==> config.mk <==
export PLATFORM = sky130hd
export DESIGN_NAME = find_min_k_stream_flat
export DESIGN_NICKNAME = d
export VERILOG_FILES = /design/src/rtl/find_min_k_stream_pkg.sv /design/src/rtl/find_min_k_stream_if.sv /design/src/rtl/find_min_k_stream_topk_insert_net.sv /design/src/rtl/find_min_k_stream.sv /design/src/flat_wrapper.sv
export SDC_FILE = /design/constraint.sdc
export NUM_CORES = 1
export LEC_CHECK = 0
export BUFFER_PORTS_ARGS = -buffer_cell sky130_fd_sc_hd__clkbuf_2
export CAP_MARGIN = 10
export CORE_MARGIN = 2
export CORE_UTILIZATION = 27
export DETAILED_ROUTE_END_ITERATION = 6
export GPL_ROUTABILITY_DRIVEN = 0
export SYNTH_ARGS = -nofsm -noshare
export SYNTH_HDL_FRONTEND = slang
export SYNTH_SLANG_ARGS = --single-unit
==> constraint.sdc <==
create_clock -name clk_i -period 3.4 [get_ports clk_i]
set_input_delay 0.34 -clock clk_i [delete_from_list [all_inputs] [get_ports clk_i]]
set_output_delay 0.34 -clock clk_i [all_outputs]
set_load 0.03 [all_outputs]
==> src/rtl/find_min_k_stream_pkg.sv <==
// Shared types and constants for the streaming top-K minimum finder.
// Table entries are packed as {valid, val[W-1:0], idx[IW-1:0]}, valid at the MSB.
package find_min_pkg;

  typedef enum logic [1:0] {
    IDLE = 2'd0,
    RUN  = 2'd1,
    DONE = 2'd2
  } state_e;

  localparam int unsigned ENTRY_MAX_BITS = 64;

  function automatic int unsigned entry_bits(input int unsigned w, input int unsigned iw);
    return 1 + w + iw;
  endfunction

  // Cleared entry: valid=0, value and index all ones.
  function automatic logic [ENTRY_MAX_BITS-1:0] reset_entry(input int unsigned w,
                                                            input int unsigned iw);
    return (64'd1 << (w + iw)) - 64'd1;
  endfunction

endpackage

==> src/rtl/find_min_k_stream_if.sv <==
// Sample/control/result bundle between a sample source and find_min_k_stream.
interface find_min_k_stream_if #(
  parameter int unsigned W = 4,
  parameter int unsigned N = 10,
  parameter int unsigned K = 2
);
  localparam int unsigned IW = $clog2(N);

  logic                    start_i;
  logic                    valid_i;
  logic [W-1:0]            data_i;
  logic                    ready_o;
  logic                    busy_o;
  logic                    done_o;
  logic [IW:0]             cnt_o;
  logic [K-1:0][W-1:0]     min_o;
  logic [K-1:0][IW-1:0]    idx_o;

  modport master (
    output start_i, valid_i, data_i,
    input  ready_o, busy_o, done_o, cnt_o, min_o, idx_o
  );

  modport slave (
    input  start_i, valid_i, data_i,
    output ready_o, busy_o, done_o, cnt_o, min_o, idx_o
  );
endinterface

==> src/rtl/find_min_k_stream_topk_insert_net.sv <==
// Combinational sorted-table insert: thermometer compare -> one-hot position -> shift/insert mux.
module topk_insert_net #(
  parameter int unsigned W  = 4,
  parameter int unsigned IW = 4,
  parameter int unsigned K  = 2
) (
  input  logic [K*(1+W+IW)-1:0] tbl_i,
  input  logic [W-1:0]          data_i,
  input  logic [IW-1:0]         idx_i,
  output logic [K*(1+W+IW)-1:0] tbl_o
);
  typedef struct packed {
    logic          valid;
    logic [W-1:0]  val;
    logic [IW-1:0] idx;
  } entry_t;

  entry_t [K-1:0] cur;
  entry_t [K-1:0] nxt;
  entry_t         ins;
  logic   [K-1:0] keep;
  logic   [K-1:0] put;

  assign cur   = tbl_i;
  assign ins   = '{valid: 1'b1, val: data_i, idx: idx_i};
  assign tbl_o = nxt;

  // Valid entries are contiguous and sorted, so keep[] is a thermometer code;
  // using <= places a new sample after equal values, keeping ties stable.
  always_comb begin
    keep = '0;
    put  = '0;
    nxt  = cur;
    for (int unsigned e = 0; e < K; e++) begin
      keep[e] = cur[e].valid && (cur[e].val <= data_i);
    end
    put[0] = !keep[0];
    for (int unsigned e = 1; e < K; e++) begin
      put[e] = !keep[e] && keep[e-1];
    end
    nxt[0] = put[0] ? ins : cur[0];
    for (int unsigned e = 1; e < K; e++) begin
      if (keep[e])     nxt[e] = cur[e];
      else if (put[e]) nxt[e] = ins;
      else             nxt[e] = cur[e-1];
    end
  end
endmodule

==> src/rtl/find_min_k_stream.sv <==
// Streaming top-K minimum finder: frame FSM, sample counter and sorted minima table.
module find_min_k_stream
  import find_min_pkg::*;
#(
  parameter int unsigned W = 4,
  parameter int unsigned N = 10,
  parameter int unsigned K = 2
) (
  input logic                 clk_i,
  input logic                 rst_i,
  find_min_k_stream_if.slave  bus
);
  localparam int unsigned IW = $clog2(N);
  localparam int unsigned EB = entry_bits(W, IW);

  localparam logic [ENTRY_MAX_BITS-1:0] RST_WIDE  = reset_entry(W, IW);
  localparam logic [EB-1:0]             RST_ENTRY = RST_WIDE[EB-1:0];
  localparam logic [K*EB-1:0]           RST_TABLE = {K{RST_ENTRY}};
  localparam logic [IW:0]               LAST_IDX  = (IW+1)'(N - 1);

  state_e          state_q, state_d;
  logic [IW:0]     cnt_q, cnt_d;
  logic [K*EB-1:0] tbl_q, tbl_d, tbl_ins;

  topk_insert_net #(.W(W), .IW(IW), .K(K)) u_insert (
    .tbl_i  (tbl_q),
    .data_i (bus.data_i),
    .idx_i  (cnt_q[IW-1:0]),
    .tbl_o  (tbl_ins)
  );

  // start_i has priority over a same-cycle sample in RUN: the sample is dropped.
  always_comb begin
    state_d = state_q;
    cnt_d   = cnt_q;
    tbl_d   = tbl_q;
    unique case (state_q)
      IDLE: begin
        if (bus.start_i) begin
          state_d = RUN;
          cnt_d   = '0;
          tbl_d   = RST_TABLE;
        end
      end
      RUN: begin
        if (bus.start_i) begin
          cnt_d = '0;
          tbl_d = RST_TABLE;
        end else if (bus.valid_i) begin
          cnt_d = cnt_q + 1'b1;
          tbl_d = tbl_ins;
          if (cnt_q == LAST_IDX) state_d = DONE;
        end
      end
      DONE: begin
        if (bus.start_i) begin
          state_d = RUN;
          cnt_d   = '0;
          tbl_d   = RST_TABLE;
        end else begin
          state_d = IDLE;
        end
      end
      default: state_d = IDLE;
    endcase
  end

  always_ff @(posedge clk_i or posedge rst_i) begin
    if (rst_i) begin
      state_q <= IDLE;
      cnt_q   <= '0;
      tbl_q   <= RST_TABLE;
    end else begin
      state_q <= state_d;
      cnt_q   <= cnt_d;
      tbl_q   <= tbl_d;
    end
  end

  assign bus.ready_o = (state_q == RUN);
  assign bus.busy_o  = (state_q == RUN);
  assign bus.done_o  = (state_q == DONE);
  assign bus.cnt_o   = cnt_q;

  for (genvar e = 0; e < K; e++) begin : g_out
    assign bus.min_o[e] = tbl_q[e*EB + IW +: W];
    assign bus.idx_o[e] = tbl_q[e*EB +: IW];
  end
endmodule

==> src/flat_wrapper.sv <==
// flat-port wrapper written by rule: the top's interface ports become plain ports
module find_min_k_stream_flat import find_min_pkg::*;
#(
  parameter int unsigned W = 4,
  parameter int unsigned N = 10,
  parameter int unsigned K = 2
)
  (clk_i, rst_i, bus_start_i, bus_valid_i, bus_data_i, bus_ready_o, bus_busy_o, bus_done_o, bus_cnt_o, bus_min_o, bus_idx_o);
  find_min_k_stream_if #(.W(W), .N(N), .K(K)) bus_i ();
  input logic clk_i;
  input logic rst_i;
  input wire logic [$bits(bus_i.start_i)-1:0] bus_start_i;
  input wire logic [$bits(bus_i.valid_i)-1:0] bus_valid_i;
  input wire logic [$bits(bus_i.data_i)-1:0] bus_data_i;
  output wire logic [$bits(bus_i.ready_o)-1:0] bus_ready_o;
  output wire logic [$bits(bus_i.busy_o)-1:0] bus_busy_o;
  output wire logic [$bits(bus_i.done_o)-1:0] bus_done_o;
  output wire logic [$bits(bus_i.cnt_o)-1:0] bus_cnt_o;
  output wire logic [$bits(bus_i.min_o)-1:0] bus_min_o;
  output wire logic [$bits(bus_i.idx_o)-1:0] bus_idx_o;
  assign bus_i.start_i = bus_start_i;
  assign bus_i.valid_i = bus_valid_i;
  assign bus_i.data_i = bus_data_i;
  assign bus_ready_o = bus_i.ready_o;
  assign bus_busy_o = bus_i.busy_o;
  assign bus_done_o = bus_i.done_o;
  assign bus_cnt_o = bus_i.cnt_o;
  assign bus_min_o = bus_i.min_o;
  assign bus_idx_o = bus_i.idx_o;
  find_min_k_stream #(.W(W), .N(N), .K(K)) u_core (.clk_i(clk_i), .rst_i(rst_i), .bus(bus_i));
endmodule
Word level (Yosys, flattened, before mapping)
Index checks and enable logic that the tools add are counted.

storage, ports and cells
  flip-flop bits (word level) = 25

cells by class
  multiplexer cells = 17
  reductions and logical operators = 11
  equality and inequality tests = 11
  add/sub/neg operators = 1
  magnitude comparators = 2

operators with widths
  operator                                               count
  2-to-1 mux 18 bit                                      3
  case mux 18 bit (2 select lines)                       1
  2-to-1 mux 9 bit                                       3
  2-to-1 mux 5 bit                                       3
  AND reduction 4 bit                                    3
  case mux 5 bit (2 select lines)                        1
  inequality test 3 bit, second input constant           3
  less-or-equal comparator 4 bit                         2
  2-to-1 mux 2 bit                                       4
  inequality test 2 bit, second input constant           3
  case mux 2 bit (3 select lines)                        1
  adder 5 x 1 -> 5 bit, second input constant            1
  == test 5 x 4 -> 1 bit, second input constant          1
  inequality test 2 x 1 -> 1 bit, second input constant  2
  logical AND 1 bit                                      3
  AND reduction 3 bit                                    1
  == test 2 x 1 -> 1 bit, second input constant          1
  == test 2 bit, second input constant                   1
  logical NOT 2 bit                                      1
  nonzero test 2 bit                                     1
  OR reduction 2 bit                                     1
  logical NOT 1 bit                                      1
  2-to-1 mux 1 bit                                       1

Logic depth before layout (Yosys ltp)
  depth in word-level cells = 9
  gate-level depth with buffers = 8
  mapped depth without buffers = 7

By module
Synthesis repeated with hierarchy kept, for this count alone.

unflattened totals
  cells, all modules = 178
  area, all modules = 1820.5 µm²

by module, submodules not included
  module             cells an instance  area an instance (µm²)  times used
  find_min_k_stream  104                1247.4                  1
  topk_insert_net    74                 573.0                   1

Least setup slack after synthesis
OpenSTA, ideal clock, no wires.

  path type = reg2reg
  start = register u_core.tbl_q[5]
  end = register u_core.tbl_q[0]
  slack = 1.392 ns
  stages on the path, launching flop included = 7
  clock period less this slack = 2.008 ns
  arrival time = 1.926 ns
  cells stage by stage = dfstp_2 -> ha_1 -> nor2b_1 -> o211ai_1 -> a22oi_2 -> a21oi_4 -> mux2_2

on the way
  cells in the longest elaborated chain, start to end = 4

ends and longest elaborated chain
  element                          RTL line                                 text
  from (decl)                      find_min_k_stream.sv:23                  logic [K*EB-1:0] tbl_q, tbl_d, tbl_ins;
  from (signal assigned)           find_min_k_stream.sv:76                  tbl_q <= tbl_d;
  less-or-equal comparator 4 bit   find_min_k_stream_topk_insert_net.sv:35  keep[e] = cur[e].valid && (cur[e].val <= data_i);
  logical AND 1 bit                find_min_k_stream_topk_insert_net.sv:35
  inequality test 3 bit (no line)  -
  AND reduction 4 bit (no line)    -

No other way between the ends.
A chain may end at the register's enable or synchronous reset.

Worst setup path in the final report
  start = register u_core.tbl_q[5]
  end = register u_core.tbl_q[7]

Same word-level chain as after synthesis.

==> flow_metrics.tcl <==
set metrics [dict create \
    hp-class "input pin to async pin" \
    multi_input_area_um2 709 \
    arrival_ns 2.46 \
    synth_seq_cells 25 \
    synth_edf_count 0 \
    core_um2 5570 \
    clk_pin_slew_ns 0.10 \
    ys_top_cells_by_area "dfstp_2, dfrtp_1, buf_4" \
    dp_hpwl_um 2580 \
    grt_pass1_vias 1147 \
    power_density_nw_per_um2 930 \
    track_usage_pct 11.1 \
    critical_path_class "flop to flop" \
    die_w_um 80.4 \
    max_freq_mhz 443 \
    slew_headroom_pct 36.9 \
    r2r-end "u_core.tbl_q[7]$_DFFE_PP1P_" \
    critPathLaunchType "flop" \
    seqCellArea_um2 646 \
    insertion_delay_ns 0.27 \
    synth_top_family_by_area "compound AO/OA/AOI/OAI gates" \
    reg2regPathDepth 6 \
    finalMaxSlewViolations 0 \
    wl_um 3400 \
    reg2reg_from "u_core.tbl_q[5]$_DFFE_PP1P_" \
    cts.path.max_buffers 2 \
    die_h_um 80.4 \
    setup_viol 0 \
    cts_root_buffer "clkbuf_8" \
    cap_violations 0 \
    io_pins 32 \
    drtIter0Drc 107 \
    synth_cells 158 \
    synth_top_area_cell "dfstp_2" \
    row_count 27 \
    viasPerCell 4.74 \
    yosys.area_share.simple_pct 13.4 \
    grt_max_degree 26 \
    leakage_nw 0.816 \
    post_cts_buffers 0 \
    yosys_warnings 0 \
    synth_area_um2 1580 \
    post_drt_wl_per_cell_um 13.8 \
    antenna_found_initial 0 \
    start_util_pct 28.3 \
    end_kind "flop" \
    drive_above_1_share_pct 37.4 \
    drt_first_pass_iters 4 \
    yosys-top-cells-count "inv_1, buf_4, dfstp_2" \
    numPortBuffers 31 \
    syn_area_per_cell_um2 9.99 \
    ctsHoldBuffers 0 \
    synth_xor_area_share_pct 1.67 \
    synth_cell_types 39 \
    h-tree-depth 1 \
    yosysSeqAreaShare_pct 40.9 \
    rsz0062_at_grt "false" \
    synth_compound_area_share_pct 15.2 \
    synth_mux_area_share_pct 6.74 \
    worstPathMaxFanout 9 \
    tritoncts.num_buffers 3 \
    grt-ovfl-total 0 \
    tns_ns 0 \
    ir_drop_v 0.000312 \
    cts_resized 0 \
    tightest_slew_ns 0.946 \
    fin_skew_ns 0.00800 \
    synth_top_area_share_pct 26.6 \
    die-area_um2 6470 \
    synth_nets 176 \
    antenna_left 0 \
    whs_ns 0.247 \
    period_share_pct 66.4 \
    async_flop_share_pct 100 \
    synth_flop_cell "dfstp_2" \
    min_period_ns 2.26 \
    drc 0 \
    nets 193 \
    synth.most_common_cell "inv_1" \
    hold_viol 0 \
    clkSinkCount 25 \
    via_count 1165 \
    cts_tree "done" \
    r2r_slack_ns 1.14 \
    outcome "finished, final reports clean" \
    fillCellCount 586 \
    diodes 0 \
    area_growth_pct 9.52 \
    synthAdderAreaFrac_pct 7.93 \
    worst-endpoint-required_ns 3.60 \
    grt_pass1_wl_um 5500 \
]
## report_power, final
part,switching [mW],internal [mW]
registers,0.101,0.461
clock network,0.103,0.0831
logic,0.571,0.288
## per-stage QoR
stage / total power [mW] / setup WS, ns / std cells / util [%] / instance area (µm²)
floorplan: 1.32 / 1.39 / 158 / - / 1580
global placement: 1.43 / 1.15 / 242 / 30.1 / 1680
detailed placement: 1.43 / 1.15 / 242 / 30.1 / 1680
CTS: 1.62 / 1.13 / 246 / 31.0 / 1730
global route: 1.72 / 1.07 / 246 / 31.0 / 1730
finish: 1.61 / 1.14 / 246 / 31.0 / 1730
## worst max-delay path: stages, from the launching register on
cell and delay [ns]:
dfstp_2 0.58, ha_1 0.25, nor2b_1 0.13, o211ai_1 0.22, a22oi_2 0.22, a21oi_4 0.42
mux2_2 0.38
## cell usage in the layout (no fill, tap or decap), types with 2 or more instances in the layout
cell type / count
clkbuf_2: 31
inv_1: 21
dfstp_2: 16
o21ai_0: 10
ha_1: 10
nand3_1: 9
nand2_1: 9
dfrtp_1: 9
a32oi_1: 8
nor2_1: 6
mux2i_1: 5
mux2_2: 5
nor2b_1: 4
nand4_1: 3
clkbuf_8: 3
xor2_1: 2
## final cells by class
type                    count  area share, %
repair buffers             31           8.98
inverters                  21           4.56
flip-flops and latches     25           37.4
clock inverters             1          0.434
well taps                  72           5.21
multi-input cells          93           41.1
clock buffers               3           2.39
## kinds of logic after synthesis
group / Yosys count
XOR/XNOR: 3
AND/OR/NAND/NOR: 39
multiplexers: 10
flip-flops: 25
adder cells (fa/ha/maj): 10
AO/OA/AOI/OAI: 31
buffers and inverters: 40
## worst max path at each step
stage	slack, ns	endpoint	start	cells after the start
after global placement	1.15	u_core.tbl_q[7]$_DFFE_PP1P_	bus_data_i[1]	8
after detailed placement	1.15	u_core.tbl_q[0]$_DFFE_PP1P_	bus_data_i[1]	8
final	1.14	u_core.tbl_q[7]$_DFFE_PP1P_	u_core.tbl_q[5]$_DFFE_PP1P_	6
after global routing	1.07	u_core.tbl_q[6]$_DFFE_PP1P_	u_core.tbl_q[5]$_DFFE_PP1P_	6
after CTS	1.13	u_core.tbl_q[7]$_DFFE_PP1P_	u_core.tbl_q[5]$_DFFE_PP1P_	6
after floorplan	1.39	u_core.tbl_q[0]$_DFFE_PP1P_	u_core.tbl_q[5]$_DFFE_PP1P_	6
## per-layer routing
layer	track usage (%)	up-vias	wire length [µm]	share of wire, %
met5	0	-	0	0
met4	4.92	0	41	1.2
met3	1.35	2	135	4.0
met2	17.2	25	1550	46
met1	15.4	572	1670	49
li1	-	566	-	-
## flip-flops by register name (all words and copies together), names as in the netlist
register,flops
u_core.tbl_q,18
u_core.bus.cnt_o,5
u_core.state_q,2
(Power assumes the default switching activity.)
